--- src/rtl/fetch_unit.sv ---
// fetch_unit: decoupled instruction-fetch front end.
// Owns the fetch PC, issues in-order requests to instruction memory, parks
// each returned word (with its PC) in a circular buffer, and hands
// instructions to decode over valid/ready. A redirect flushes the buffer
// and turns every response still in flight into one to be discarded.
module fetch_unit #(
    parameter int          XLEN       = 64,
    parameter logic [63:0] RESET_PC   = 64'h8000_0000,
    parameter int          IBUF_DEPTH = 4
) (
    input  logic            clk,
    input  logic            rst_n,
    input  logic            redirect_valid,
    input  logic [XLEN-1:0] redirect_pc,
    output logic            imem_req_valid,
    input  logic            imem_req_ready,
    output logic [XLEN-1:0] imem_req_addr,
    input  logic            imem_rsp_valid,
    input  logic [31:0]     imem_rsp_data,
    output logic            instr_valid,
    input  logic            instr_ready,
    output logic [31:0]     instr_o,
    output logic [XLEN-1:0] instr_pc
);

    localparam int PW = $clog2(IBUF_DEPTH);
    localparam int CW = PW + 1;

    // Architectural state
    logic [XLEN-1:0] fetch_pc_reg, fetch_pc_next;
    logic [PW-1:0]   alloc_ptr_reg, alloc_ptr_next;
    logic [PW-1:0]   fill_ptr_reg, fill_ptr_next;
    logic [PW-1:0]   rd_ptr_reg, rd_ptr_next;
    logic [CW-1:0]   reserved_reg, reserved_next;
    logic [CW-1:0]   drop_cnt_reg, drop_cnt_next;
    // Requests accepted whose responses are still owed to a live slot
    // (i.e. not already accounted for in drop_cnt).
    logic [CW-1:0]   inflight_reg, inflight_next;
    logic            started_reg;

    logic [XLEN-1:0] slot_pc_reg     [IBUF_DEPTH];
    logic [31:0]     slot_instr_reg  [IBUF_DEPTH];
    logic            slot_filled_reg [IBUF_DEPTH];

    // Handshake qualifiers
    logic [CW:0] credit_used;
    logic        has_credit;
    logic        req_fire;
    logic        alloc_en;
    logic        rsp_keep;
    logic        dec_fire;

    assign credit_used    = {1'b0, reserved_reg} + {1'b0, drop_cnt_reg};
    assign has_credit     = credit_used < (CW+1)'(IBUF_DEPTH);
    assign imem_req_valid = started_reg && has_credit;
    assign imem_req_addr  = fetch_pc_reg;

    assign req_fire = imem_req_valid && imem_req_ready;
    assign alloc_en = req_fire && !redirect_valid;
    // A response is written only when nothing is pending discard and no
    // flush is happening in the same cycle.
    assign rsp_keep = imem_rsp_valid && !redirect_valid && (drop_cnt_reg == '0);

    assign instr_valid = slot_filled_reg[rd_ptr_reg];
    assign instr_o     = slot_instr_reg[rd_ptr_reg];
    assign instr_pc    = slot_pc_reg[rd_ptr_reg];
    assign dec_fire    = instr_valid && instr_ready;

    // Next-state for PC, pointers and the credit counters
    always_comb begin
        fetch_pc_next  = fetch_pc_reg;
        alloc_ptr_next = alloc_ptr_reg;
        fill_ptr_next  = fill_ptr_reg;
        rd_ptr_next    = rd_ptr_reg;
        reserved_next  = reserved_reg;
        inflight_next  = inflight_reg;
        drop_cnt_next  = drop_cnt_reg;
        if (redirect_valid) begin
            fetch_pc_next  = redirect_pc & ~XLEN'(3);
            alloc_ptr_next = '0;
            fill_ptr_next  = '0;
            rd_ptr_next    = '0;
            reserved_next  = '0;
            inflight_next  = '0;
            // Everything still owed by memory, including a request taken
            // this cycle, minus the response that is arriving right now.
            drop_cnt_next  = drop_cnt_reg + inflight_reg + CW'(req_fire)
                             - CW'(imem_rsp_valid);
        end else begin
            if (alloc_en) begin
                fetch_pc_next  = fetch_pc_reg + XLEN'(4);
                alloc_ptr_next = alloc_ptr_reg + PW'(1);
            end
            if (rsp_keep) begin
                fill_ptr_next = fill_ptr_reg + PW'(1);
            end
            if (dec_fire) begin
                rd_ptr_next = rd_ptr_reg + PW'(1);
            end
            reserved_next = reserved_reg + CW'(alloc_en) - CW'(dec_fire);
            inflight_next = inflight_reg + CW'(alloc_en) - CW'(rsp_keep);
            if (imem_rsp_valid && (drop_cnt_reg != '0)) begin
                drop_cnt_next = drop_cnt_reg - CW'(1);
            end
        end
    end

    // Control state register
    always_ff @(posedge clk or negedge rst_n) begin
        if (!rst_n) begin
            fetch_pc_reg  <= RESET_PC[XLEN-1:0];
            alloc_ptr_reg <= '0;
            fill_ptr_reg  <= '0;
            rd_ptr_reg    <= '0;
            reserved_reg  <= '0;
            inflight_reg  <= '0;
            drop_cnt_reg  <= '0;
            started_reg   <= 1'b0;
        end else begin
            fetch_pc_reg  <= fetch_pc_next;
            alloc_ptr_reg <= alloc_ptr_next;
            fill_ptr_reg  <= fill_ptr_next;
            rd_ptr_reg    <= rd_ptr_next;
            reserved_reg  <= reserved_next;
            inflight_reg  <= inflight_next;
            drop_cnt_reg  <= drop_cnt_next;
            started_reg   <= 1'b1;
        end
    end

    // One register set per buffer slot; allocate, fill and consume always
    // target distinct slots, so their updates never collide.
    for (genvar gi = 0; gi < IBUF_DEPTH; gi++) begin : g_slot
        // Slot update: PC on allocate, data on fill, filled flag tracks occupancy
        always_ff @(posedge clk or negedge rst_n) begin
            if (!rst_n) begin
                slot_pc_reg[gi]     <= '0;
                slot_instr_reg[gi]  <= '0;
                slot_filled_reg[gi] <= 1'b0;
            end else if (redirect_valid) begin
                slot_filled_reg[gi] <= 1'b0;
            end else begin
                if (alloc_en && (alloc_ptr_reg == PW'(gi))) begin
                    slot_pc_reg[gi]     <= fetch_pc_reg;
                    slot_filled_reg[gi] <= 1'b0;
                end
                if (rsp_keep && (fill_ptr_reg == PW'(gi))) begin
                    slot_instr_reg[gi]  <= imem_rsp_data;
                    slot_filled_reg[gi] <= 1'b1;
                end
                if (dec_fire && (rd_ptr_reg == PW'(gi))) begin
                    slot_filled_reg[gi] <= 1'b0;
                end
            end
        end
    end

endmodule

--- config.mk ---
export PLATFORM = sky130hd
export DESIGN_NAME = fetch_unit
export DESIGN_NICKNAME = d
export VERILOG_FILES = /design/src/rtl/fetch_unit.sv
export SDC_FILE = /design/constraint.sdc
export NUM_CORES = 1
export LEC_CHECK = 0
export BUFFER_PORTS_ARGS = -buffer_cell sky130_fd_sc_hd__buf_4
export CAP_MARGIN = 10
export CORE_MARGIN = 3
export CORE_UTILIZATION = 50
export DETAILED_ROUTE_END_ITERATION = 16
export PLACE_DENSITY_LB_ADDON = 0.12
export SLEW_MARGIN = 25
export SYNTH_ARGS = -nofsm -noshare
export SYNTH_HDL_FRONTEND = slang
export SYNTH_SLANG_ARGS = --single-unit
--- constraint.sdc ---
create_clock -name clk -period 5.55 [get_ports clk]
set_input_delay 1.3875 -clock clk [delete_from_list [all_inputs] [get_ports clk]]
set_output_delay 1.3875 -clock clk [all_outputs]
set_load 0.01 [all_outputs]
==> reports/qor.yml, run 1 <==
status:
  outcome: "finished, final reports clean"
synth:
  netlist_top_cells_area: "sky130_fd_sc_hd__dfrtp_1, sky130_fd_sc_hd__mux2_2, sky130_fd_sc_hd__mux4_2"
  synth_seq_cells: 458
  yosysSeqAreaShare: 0.5396
  synthesis.yosys.warnings: 0
  synth_cells: 1575
  syn_area_per_cell_um2: 13.49
  synth_ff_type: "sky130_fd_sc_hd__dfrtp_1"
  postSynth.asyncResetShare: 1.000
  synth_top_area_frac: 0.5383
  synth_edf_count: 0
  synth_cell_type_count: 59
  synth.cell_area_mm2: 0.02124
  yosys.area.top_type: "sky130_fd_sc_hd__dfrtp_1"
cts:
  cts_tree: "built"
  post_cts_hold_buffer_count: 0
  clockRootBuffer: "sky130_fd_sc_hd__clkbuf_16"
  max-clock-path-buffers: 3
  ctsHtreeMaxLevel: 2
  clk_latency_ps: 580
  post_cts_buffers: 0
  clock_sink_count: 458
  cts.reportedPaths.clkPinSlew_ps: 60
  cts-resized-gates: 0
  numCtsBuffers: 49
power:
  leakage_nw: 11.62
  pwr_density_cell_mw_per_mm2: 414.8
  ir_drop_mv: 0.2658
setup_path:
  worstSetupEndpointType: "output pin"
  criticalPathCategory: "reg -> out"
  critical_path_peak_fanout: 68
  crit_required_ps: 4160
  cp-start-kind: "register"
  critPathArrivalTime_ps: 2490
final_layout:
  fin_util: 0.6079
  fillers: 3327
  final_net_count: 1905
  largest_reg_flops: 248
  syn2layout_area_growth_pct: 18.44
  final_layout_size_suffix_gt1_frac: 0.4418
floorplanning:
  total_die_area_mm2: 0.04499
  chipHeight_um: 212.1
  initial_core_util: 0.5133
  fp-row-count: 74
  top_level_ports: 264
  fp.dieW_um: 212.1
  design.core.area_mm2: 0.04139
detailed_routing:
  detail_route.drc_violations: 0
  wl_per_cell_um: 22.01
  tritonroute_pass_1_iters: 5
  routed-via-count: 13704
  vias_per_cell: 5.841
  routed_wl_mm: 51.64
  ant_nets: 0
  drtIter0Drc: 762
timing:
  fin_worst_skew_ps: 18.46
  clock.fmax_ghz: 0.2580
  maxSlewHeadroom: 0.2907
  final_min_period_over_clock_period: 0.6983
  final-max-slew-violation-count: 0
  totalNegativeSetupSlack_ps: 0
  post-route-min-period_ps: 3876
  hold_violations: 0
  report.final.setup_viol: 0
  rsz0062_at_grt: "false"
  tightestPinTransition_ps: 1060
place:
  globalplace.congestion: 0.7883
  dp_hpwl_mm: 32.58
  count_of_port_buffers_added_during_placement: 257
grt:
  grt_overflow: 0
  first_global_vias: 14285
  global_routing_usage_summed_across_all_routing_layers: 0.2331
  grt_antenna_before_repair: 1
  grt_start_max_net_pins: 124
  first_pass_grt_wire_length_mm: 81.74
flow_run:
  drv.max_cap_violation_count: 0
min_path:
  min-delay-path-class: "reg -> reg"
## cell usage after synthesis (12+ instances only)
cell type,count
sky130_fd_sc_hd__dfrtp_1,457
sky130_fd_sc_hd__nor4_1,12
sky130_fd_sc_hd__mux4_2,95
sky130_fd_sc_hd__xor2_1,14
sky130_fd_sc_hd__buf_1,22
sky130_fd_sc_hd__xnor2_1,24
sky130_fd_sc_hd__clkbuf_1,76
sky130_fd_sc_hd__or4_1,23
sky130_fd_sc_hd__nand3_1,34
sky130_fd_sc_hd__o21ai_0,76
sky130_fd_sc_hd__nand4_1,24
sky130_fd_sc_hd__inv_1,27
sky130_fd_sc_hd__nand2_1,116
sky130_fd_sc_hd__ha_1,21
sky130_fd_sc_hd__o31ai_1,18
sky130_fd_sc_hd__nor2_1,50
sky130_fd_sc_hd__a31oi_1,26
sky130_fd_sc_hd__mux2_2,334
sky130_fd_sc_hd__buf_2,22
## metrics by stage
| stage | area, um2 | cells | hold WS, ps | worst slack [ps] | power (mW) |
|---|---|---|---|---|---|
| floorplan | 21250 | 1578 | 444.6 | 2192 | 6.184 |
| global placement | 23620 | 2258 | 455.8 | 1481 | 7.306 |
| detailed placement | 23620 | 2258 | 467.5 | 1481 | 7.416 |
| CTS | 25130 | 2344 | 480.5 | 1455 | 10.55 |
| global route | 25160 | 2346 | 503.4 | 1569 | 11.01 |
| finish | 25160 | 2346 | 474.5 | 1674 | 10.44 |
## power breakdown
part / internal, mW / leakage, nW / switching (mW)
logic: 1.60 / 4.87 / 1.14
clock network: 1.80 / 0.748 / 1.31
registers: 4.12 / 6.00 / 0.472
total: 7.51 / 11.6 / 2.93
## cell usage in the layout, fill, tap and decap left out, types with 5 or more instances in the layout
cell type,n
sky130_fd_sc_hd__a21oi_1,8
sky130_fd_sc_hd__a31oi_1,26
sky130_fd_sc_hd__and3_1,8
sky130_fd_sc_hd__and4_1,6
sky130_fd_sc_hd__buf_12,7
sky130_fd_sc_hd__buf_4,267
sky130_fd_sc_hd__clkbuf_1,16
sky130_fd_sc_hd__clkbuf_16,49
sky130_fd_sc_hd__clkbuf_8,13
sky130_fd_sc_hd__clkinv_2,7
sky130_fd_sc_hd__conb_1,5
sky130_fd_sc_hd__dfrtp_1,455
sky130_fd_sc_hd__ha_1,21
sky130_fd_sc_hd__inv_1,27
sky130_fd_sc_hd__mux2_2,334
sky130_fd_sc_hd__mux2i_1,5
sky130_fd_sc_hd__mux4_2,95
sky130_fd_sc_hd__nand2_1,112
sky130_fd_sc_hd__nand3_1,30
sky130_fd_sc_hd__nand4_1,24
sky130_fd_sc_hd__nor2_1,50
sky130_fd_sc_hd__nor3_1,10
sky130_fd_sc_hd__nor4_1,12
sky130_fd_sc_hd__o21ai_0,76
sky130_fd_sc_hd__o31ai_1,18
sky130_fd_sc_hd__or4_1,23
sky130_fd_sc_hd__xnor2_1,24
sky130_fd_sc_hd__xor2_1,14
## cells by family after synthesis
family	count (synthesis)	share of synthesized area
simple gates	311	0.07510
compound gates	150	0.04253
flops	458	0.5396
fa+ha+maj	25	0.01614
buf+inv	157	0.03051
mux	434	0.2801
other cells	2	0.0003535
xor+xnor	38	0.01567
## per-layer routing
metal / routed length (um) / GRT usage / up-vias
met3: 3213 / 0.05991 / 73
met1: 22550 / 0.3198 / 7146
li1: - / - / 6175
met5: 0 / 0 / -
met4: 1061 / 0.06005 / 0
met2: 24820 / 0.3752 / 310
## critical path, cell delays in order, from the launching register on
cell and delay [ps]:
sky130_fd_sc_hd__dfrtp_4 800, sky130_fd_sc_hd__buf_12 450, sky130_fd_sc_hd__mux4_2 440, sky130_fd_sc_hd__buf_4 180
## path summary, 6_finish.rpt
check	from	endpoint	slack (ps)	depth (start not counted)
setup reg to reg	drop_cnt_reg[2]	imem_req_addr[45]	1860	6
hold reg to reg	slot_pc_reg[26]	slot_pc_reg[26]	470	2
hold / removal	slot_pc_reg[26]	slot_pc_reg[26]	470	2
setup / recovery	rd_ptr_reg[1]	instr_pc[54]	1670	3
min in group asynchronous	rst_n	slot_instr_reg[105]	670	1
max in group asynchronous	rst_n	slot_pc_reg[94]	3590	3
## final cells by class
cell class	instances	area [um2]	area share
inverter	29	108.9	0.004327
multi-input combinational	963	9205	0.3659
sequential	458	11470	0.4559
timing repair buffer	277	2198	0.08738
clock inverter	8	43.79	0.001741
tap	532	665.6	0.02646
clock buffer	78	1465	0.05824
antenna	1	2.502	0.00009946
No activity file was read; power rests on OpenSTA's default activity.
==> run 2, diff against run 1 <==
==> constraint.sdc (replaced) <==
create_clock -name clk -period 3.4 [get_ports clk]
set_input_delay 0.85 -clock clk [delete_from_list [all_inputs] [get_ports clk]]
set_output_delay 0.85 -clock clk [all_outputs]
set_load 0.01 [all_outputs]
==> run 2 against run 1 <==
Clock skew shrank 6.3 ps. Final cell count grew 0.72%. Die area is the same. Sequential share of layout area shrank 0.35 points. Worst setup slack lost 1400 ps. Register-to-register slack lost 1300 ps. Flip-flop and latch count is the same. Critical path type unchanged.
==> reports/qor.yml, run 2 (synthesized netlist as in run 1, its figures left out) <==
final_layout:
  multi_input_combinational_cell_area_mm2: 0.009205  # unchanged
  syn2layout_area_growth_pct: 19.35  # was 18.44%
  final_common_cell: "sky130_fd_sc_hd__dfrtp_1"  # unchanged
  mostFrequentLayoutCells: "sky130_fd_sc_hd__dfrtp_1, sky130_fd_sc_hd__mux2_2, sky130_fd_sc_hd__buf_4"  # unchanged
  fillers: 3289  # was 3,327
  final_layout_size_suffix_gt1_frac: 0.4470  # was 0.4418
  fin_util: 0.6126  # was 0.6079
  postLayoutCellArea_mm2: 0.02535  # was 0.02516 mm2
  final-seq-area_mm2: 0.01147  # unchanged
  largest_reg_flops: 248  # unchanged
  final_net_count: 1923  # was 1,905
min_path:
  min-delay-path-class: "in -> async"  # was reg -> reg
floorplanning:
  total_die_area_mm2: 0.04499  # unchanged
  design.core.area_mm2: 0.04139  # unchanged
  fp.dieW_um: 212.1  # unchanged
  chipHeight_um: 212.1  # unchanged
  initial_core_util: 0.5133  # unchanged
  top_level_ports: 264  # unchanged
  fp-row-count: 74  # unchanged
setup_path:
  worstSetupEndpointType: "output pin"  # unchanged
  reg2reg_depth: 11  # was 6
  start_point_of_the_critical_path: "rd_ptr_reg[0]"  # was rd_ptr_reg[1]
  r2r_slack_ps: 540  # was 1860 ps
  crit-reg2reg-capture: "reserved_reg[2]"  # was imem_req_addr[45]
  critPathArrivalTime_ps: 2330  # was 2490 ps
  regToRegStartpoint: "drop_cnt_reg[2]"  # unchanged
  criticalPathCategory: "reg -> out"  # unchanged
  crit_required_ps: 2550  # was 4160 ps
  cp-start-kind: "register"  # unchanged
  critical_path_peak_fanout: 62  # was 68
timing:
  tightestPinTransition_ps: 820.9  # was 1060 ps
  rsz0062_at_grt: "false"  # unchanged
  maxSlewHeadroom: 0.4527  # was 0.2907
  post-route-min-period_ps: 3176
  final.hold.worst_slack_ps: 197.6  # was 474.5 ps
  hold_violations: 0  # unchanged
  totalNegativeSetupSlack_ps: 0  # unchanged
  final_min_period_over_clock_period: 0.9340
  report.final.setup_viol: 0  # unchanged
  clock.fmax_ghz: 0.3149
  fin_worst_skew_ps: 12.14  # was 18.46 ps
  final-max-slew-violation-count: 0  # unchanged
cts:
  ctsHtreeMaxLevel: 2  # unchanged
  post_cts_buffers: 0  # unchanged
  numCtsBuffers: 50  # was 49
  cts.reportedPaths.clkPinSlew_ps: 60  # about the same
  cts_tree: "built"  # unchanged
  post_cts_hold_buffer_count: 0  # unchanged
  clockRootBuffer: "sky130_fd_sc_hd__clkbuf_16"  # unchanged
  clk_latency_ps: 580  # about the same
  max-clock-path-buffers: 3  # unchanged
  clock_sink_count: 458  # unchanged
  cts-resized-gates: 0  # unchanged
power:
  power_frac_seq: 0.433  # was 0.440
  switching_share: 0.2786  # was 0.2803
  pwr_density_cell_mw_per_mm2: 681.8  # was 414.8 mW/mm2
  post_route_total_power_mw: 17.29  # was 10.44 mW
  leakage_nw: 11.72  # was 11.62 nW
  power_report.internal_total_mw: 12.47  # was 7.511 mW
  ir_drop_mv: 0.4490  # was 0.2658 mV
  clockPowerShare: 0.305  # was 0.298
  p_sw_mw: 4.817  # was 2.926 mW
  power_frac_comb: 0.261  # was 0.263
detailed_routing:
  wl_per_cell_um: 22.08  # was 22.01 um
  detail_route.drc_violations: 0  # unchanged
  ant_nets: 0  # unchanged
  vias_per_cell: 5.848  # was 5.841
  tritonroute_pass_1_iters: 4  # was 5
  routed_wl_mm: 52.18  # was 51.64 mm
  routed-via-count: 13818  # was 13,704
  drtIter0Drc: 924  # was 762
place:
  placement.cell_area_mm2: 0.02378  # was 0.02362 mm2
  count_of_port_buffers_added_during_placement: 257  # unchanged
  dp_hpwl_mm: 33.13  # was 32.58 mm
  globalplace.congestion: 0.8115  # was 0.7883
grt:
  grt_overflow: 0  # unchanged
  first_pass_grt_wire_length_mm: 83.57  # was 81.74 mm
  grt_antenna_before_repair: 1  # unchanged
  global_routing_usage_summed_across_all_routing_layers: 0.2377  # was 0.2331
  first_global_vias: 14493  # was 14,285
  grt_start_max_net_pins: 98  # was 124
status:
  outcome: "finished, final reports clean"  # unchanged
flow_run:
  drv.max_cap_violation_count: 0  # unchanged
==> run 2: cell types whose count changed in the layout (fill, tap and decap cells not counted) <==
cell and change:
sky130_fd_sc_hd__buf_16 -1, sky130_fd_sc_hd__buf_6 -1, sky130_fd_sc_hd__buf_12 +2, sky130_fd_sc_hd__inv_6 +1, sky130_fd_sc_hd__bufinv_16 +3, sky130_fd_sc_hd__clkbuf_16 +2, sky130_fd_sc_hd__buf_4 +17, sky130_fd_sc_hd__clkbuf_8 -6
==> run 2: area by class of cell <==
class                      count  area share
tap                          532     0.02625
inverter                      29    0.004293
sequential                   458      0.4524
clock inverter                12    0.005626
clock buffer                  74     0.05650
antenna                        1  0.00009870
timing repair buffer         294     0.09179
multi-input combinational    963      0.3631
==> run 2: metrics by stage <==
stage          setup WS [ps]  cells
5_1_grt                62.71   2363
3_5_place_dp           498.1   2276
2_1_floorplan          579.1   1578
4_1_cts                128.8   2362
6_report               224.5   2363
3_3_place_gp           495.5   2276
==> run 2: worst max-delay path by stage <==
stage	endpoint	slack, ps
floorplan	inflight_reg[1]	580
global placement	reserved_reg[1]	500
detailed placement	slot_pc_reg[70]	500
CTS	instr_o[15]	130
global route	instr_o[15]	60
finish	instr_pc[12]	220
==> run 2: routing by layer <==
layer / track usage / vias to the layer above / share of wire
li1: - / 6195 / -
met1: 0.3366 / 7239 / 0.44
met2: 0.3802 / 317 / 0.48
met3: 0.04619 / 67 / 0.057
met4: 0.06513 / 0 / 0.019
met5: 0 / - / 0
==> run 2: power by group through the flow <==
stage          sequential, mW  clock (mW)  combinational (mW)
2_1_floorplan            7.29           0                2.80
3_3_place_gp             7.47           0                4.48
3_5_place_dp             7.57           0                4.58
4_1_cts                  7.48        5.41                4.61
5_1_grt                  7.65        5.63                4.94
6_report                 7.49        5.28                4.52
==> run 2: critical path, cell delays in order (launching register included) <==
cell and delay, ps:
sky130_fd_sc_hd__dfrtp_4 460, sky130_fd_sc_hd__buf_12 470, sky130_fd_sc_hd__mux4_2 610, sky130_fd_sc_hd__buf_4 170
==> run 3, diff against run 2 <==
--- a/config.mk
+++ b/config.mk
@@ -7,8 +7,10 @@
 export LEC_CHECK = 0
 export BUFFER_PORTS_ARGS = -buffer_cell sky130_fd_sc_hd__buf_4
 export CAP_MARGIN = 10
-export CORE_MARGIN = 3
+export CORE_MARGIN = 5
 export CORE_UTILIZATION = 50
+export CTS_BUF_LIST = sky130_fd_sc_hd__clkbuf_4
+export CTS_CLUSTER_SIZE = 16
 export DETAILED_ROUTE_END_ITERATION = 16
 export PLACE_DENSITY_LB_ADDON = 0.12
 export SLEW_MARGIN = 25
==> run 3 against run 2 <==
Worst setup slack worse by 110 ps. Worst hold slack better by 30 ps. Clock skew up 26 ps. Design area up 0.52%. Maximum frequency down 3.2%. Flip-flop and latch count unchanged. Sequential power about the same. Final cell count up 6.1%. Die area up 3.8%. Combinational power up 3%. First-iteration DRC count down 16%. Critical path type unchanged.
==> reports/qor.yml, run 3 (synthesized netlist as in run 1, its figures left out) <==
place:
  globalplace.congestion: 0.8308  # was 0.8115
  count_of_port_buffers_added_during_placement: 257  # unchanged
  dp_hpwl_mm: 34.68  # was 33.13 mm
  post-place-cells: 2295  # was 2,276
timing:
  clock.fmax_ghz: 0.3047  # was 0.3149 GHz
  final.hold.worst_slack_ps: 228.1  # was 197.6 ps
  tightestPinTransition_ps: 862.2  # was 820.9 ps
  final_min_period_over_clock_period: 0.9653  # was 0.9340
  hold_violations: 0  # unchanged
  maxSlewHeadroom: 0.4252  # was 0.4527
  report.final.setup_viol: 0  # unchanged
  post-route-min-period_ps: 3282  # was 3176 ps
  totalNegativeSetupSlack_ps: 0  # unchanged
  final-max-slew-violation-count: 0  # unchanged
  fin_worst_skew_ps: 38.64  # was 12.14 ps
  rsz0062_at_grt: "true"  # was false
cts:
  clock_sink_count: 458  # unchanged
  max-clock-path-buffers: 3  # unchanged
  cts.reportedPaths.clkPinSlew_ps: 60  # about the same
  clk_latency_ps: 840  # was 580 ps
  numCtsBuffers: 119  # was 50
  clockRootBuffer: "sky130_fd_sc_hd__clkbuf_4"  # was sky130_fd_sc_hd__clkbuf_16
  ctsHtreeMaxLevel: 3  # was 2
  cts_tree: "built"  # unchanged
power:
  post_route_total_power_mw: 16.77  # was 17.29 mW
  pwr_density_cell_mw_per_mm2: 658.0  # was 681.8 mW/mm2
  ir_drop_mv: 0.3734  # was 0.4490 mV
  leakage_nw: 11.94  # was 11.72 nW
  clockPowerShare: 0.277  # was 0.305
  switching_share: 0.2898  # was 0.2786
  power_frac_seq: 0.445  # was 0.433
  power_frac_comb: 0.278  # was 0.261
  p_sw_mw: 4.860  # was 4.817 mW
  power_report.internal_total_mw: 11.91  # was 12.47 mW
floorplanning:
  total_die_area_mm2: 0.04671  # was 0.04499 mm2
  fp.dieW_um: 216.1  # was 212.1 um
  top_level_ports: 264  # unchanged
  chipHeight_um: 216.1  # was 212.1 um
  design.core.area_mm2: 0.04195  # was 0.04139 mm2
  fp-row-count: 75  # was 74
  initial_core_util: 0.5064  # was 0.5133
setup_path:
  crit_buf_inv: 2  # unchanged
  cp_top_family: "multiplexers"  # was buffers and inverters
  critical_path_peak_fanout: 26  # was 62
  timing.critical_path.cells: "buf_8 -> mux4_2 -> buf_4"  # was buf_12 -> mux4_2 -> buf_4
  cp_slowest_cell: "sky130_fd_sc_hd__mux4_2"  # unchanged
  path_depth: 3  # unchanged
  reg2reg_depth: 8  # was 11
  worstSetupEndpointType: "output pin"  # unchanged
  critPathArrivalTime_ps: 2430  # was 2330 ps
  crit_required_ps: 2550  # about the same
  cp-start-kind: "register"  # unchanged
  criticalPathCategory: "reg -> out"  # unchanged
  timing.critical_path.slowest_cell_delay_ps: 600  # was 610 ps
final_layout:
  stdcell_count: 2506  # was 2,363
  final_layout_size_suffix_gt1_frac: 0.4796  # was 0.4470
  largest_reg_flops: 248  # unchanged
  final_net_count: 2005  # was 1,923
  mostFrequentLayoutCells: "sky130_fd_sc_hd__dfrtp_1, sky130_fd_sc_hd__mux2_2, sky130_fd_sc_hd__buf_4"  # unchanged
  final_common_cell: "sky130_fd_sc_hd__dfrtp_1"  # unchanged
  fin_util: 0.6076  # was 0.6126
  syn2layout_area_growth_pct: 19.98  # was 19.35%
min_path:
  min-delay-path-class: "in -> reg"  # was in -> async
  hold_depth: 3
status:
  outcome: "finished, final reports clean"  # unchanged
detailed_routing:
  wl_per_cell_um: 21.07  # was 22.08 um
  routed_wl_mm: 52.81  # was 52.18 mm
  tritonroute_pass_1_iters: 5  # was 4
  drtIter0Drc: 772  # was 924
  routed-via-count: 14262  # was 13,818
  detail_route.drc_violations: 0  # unchanged
  vias_per_cell: 5.691  # was 5.848
  ant_nets: 0  # unchanged
grt:
  first_global_vias: 15187  # was 14,493
  first_pass_grt_wire_length_mm: 85.00  # was 83.57 mm
  grt_start_max_net_pins: 87  # was 98
  grt_antenna_before_repair: 3  # was 1
  grt_overflow: 0  # unchanged
  global_routing_usage_summed_across_all_routing_layers: 0.2299  # was 0.2377
flow_run:
  drv.max_cap_violation_count: 0  # unchanged
==> run 3: cell types whose count changed in the layout (fill, tap and decap cells not counted), moves of 7 or more <==
| cell | change |
|---|---|
| sky130_fd_sc_hd__clkinv_1 | +19 |
| sky130_fd_sc_hd__clkbuf_8 | -7 |
| sky130_fd_sc_hd__buf_6 | +27 |
| sky130_fd_sc_hd__clkbuf_1 | -16 |
| sky130_fd_sc_hd__clkbuf_16 | -51 |
| sky130_fd_sc_hd__clkbuf_4 | +180 |
| sky130_fd_sc_hd__buf_4 | -16 |
==> run 3: power groups by stage <==
| stage | clock network, mW | logic [mW] | registers, mW |
|---|---|---|---|
| 6_report | 4.64 | 4.66 | 7.47 |
| 5_1_grt | 5.10 | 5.08 | 7.63 |
| 4_1_cts | 4.83 | 4.62 | 7.46 |
| 3_5_place_dp | 0 | 4.59 | 7.57 |
| 3_3_place_gp | 0 | 4.50 | 7.48 |
| 2_1_floorplan | 0 | 2.80 | 7.29 |
==> run 3: per-stage QoR <==
step                cell area, um2  worst slack (ps)
floorplan                    21250             579.1
global placement             23860             454.6
global route                 25480            -47.70
CTS                          25380            -10.21
detailed placement           23860             367.2
finish                       25490             118.1
==> run 3: per-layer routing <==
metal | track usage | wire length, um
met5 | 0 | 19
met4 | 0.08077 | 1514
met3 | 0.05666 | 2730
met2 | 0.3662 | 25510
met1 | 0.3122 | 23030
==> run 3: final timing paths <==
kind	from	end	slack (ps)
worst max register to register	drop_cnt_reg[2]	imem_req_addr[28]	310
min in group asynchronous	rst_n	slot_instr_reg[78]	630
worst min register to register	slot_pc_reg[154]	slot_pc_reg[154]	480
max in group asynchronous	rst_n	slot_pc_reg[22]	1910
worst max-delay path	rd_ptr_reg[0]	instr_pc[42]	120
worst min-delay path	redirect_pc[25]	imem_req_addr[25]	230
==> run 3: repair_timing <==
| action | in CTS | in global routing |
|---|---|---|
| hold buffers | 1 | 0 |
| endpoints found under the setup margin | 26 | 38 |
| pin swaps | 0 | 0 |
| setup buffers | 0 | 0 |
| resized for setup | 6 | 25 |
| hold endpoints to repair | 29 | 0 |
==> run 3: cell type report <==
cell class	count	area (um2)
well taps	539	674.4
inverters	29	108.9
repair buffers	307	2551
diodes	5	12.51
multi-input cells	963	9194
clock buffers	180	1351
fillers	3377	16460
clock inverters	25	125.1
flip-flops and latches	458	11470
==> run 3: tightest hold or removal path: stages <==
cell                      delay [ps]
sky130_fd_sc_hd__buf_4            80
sky130_fd_sc_hd__nand2_1          40
sky130_fd_sc_hd__o21ai_0          60
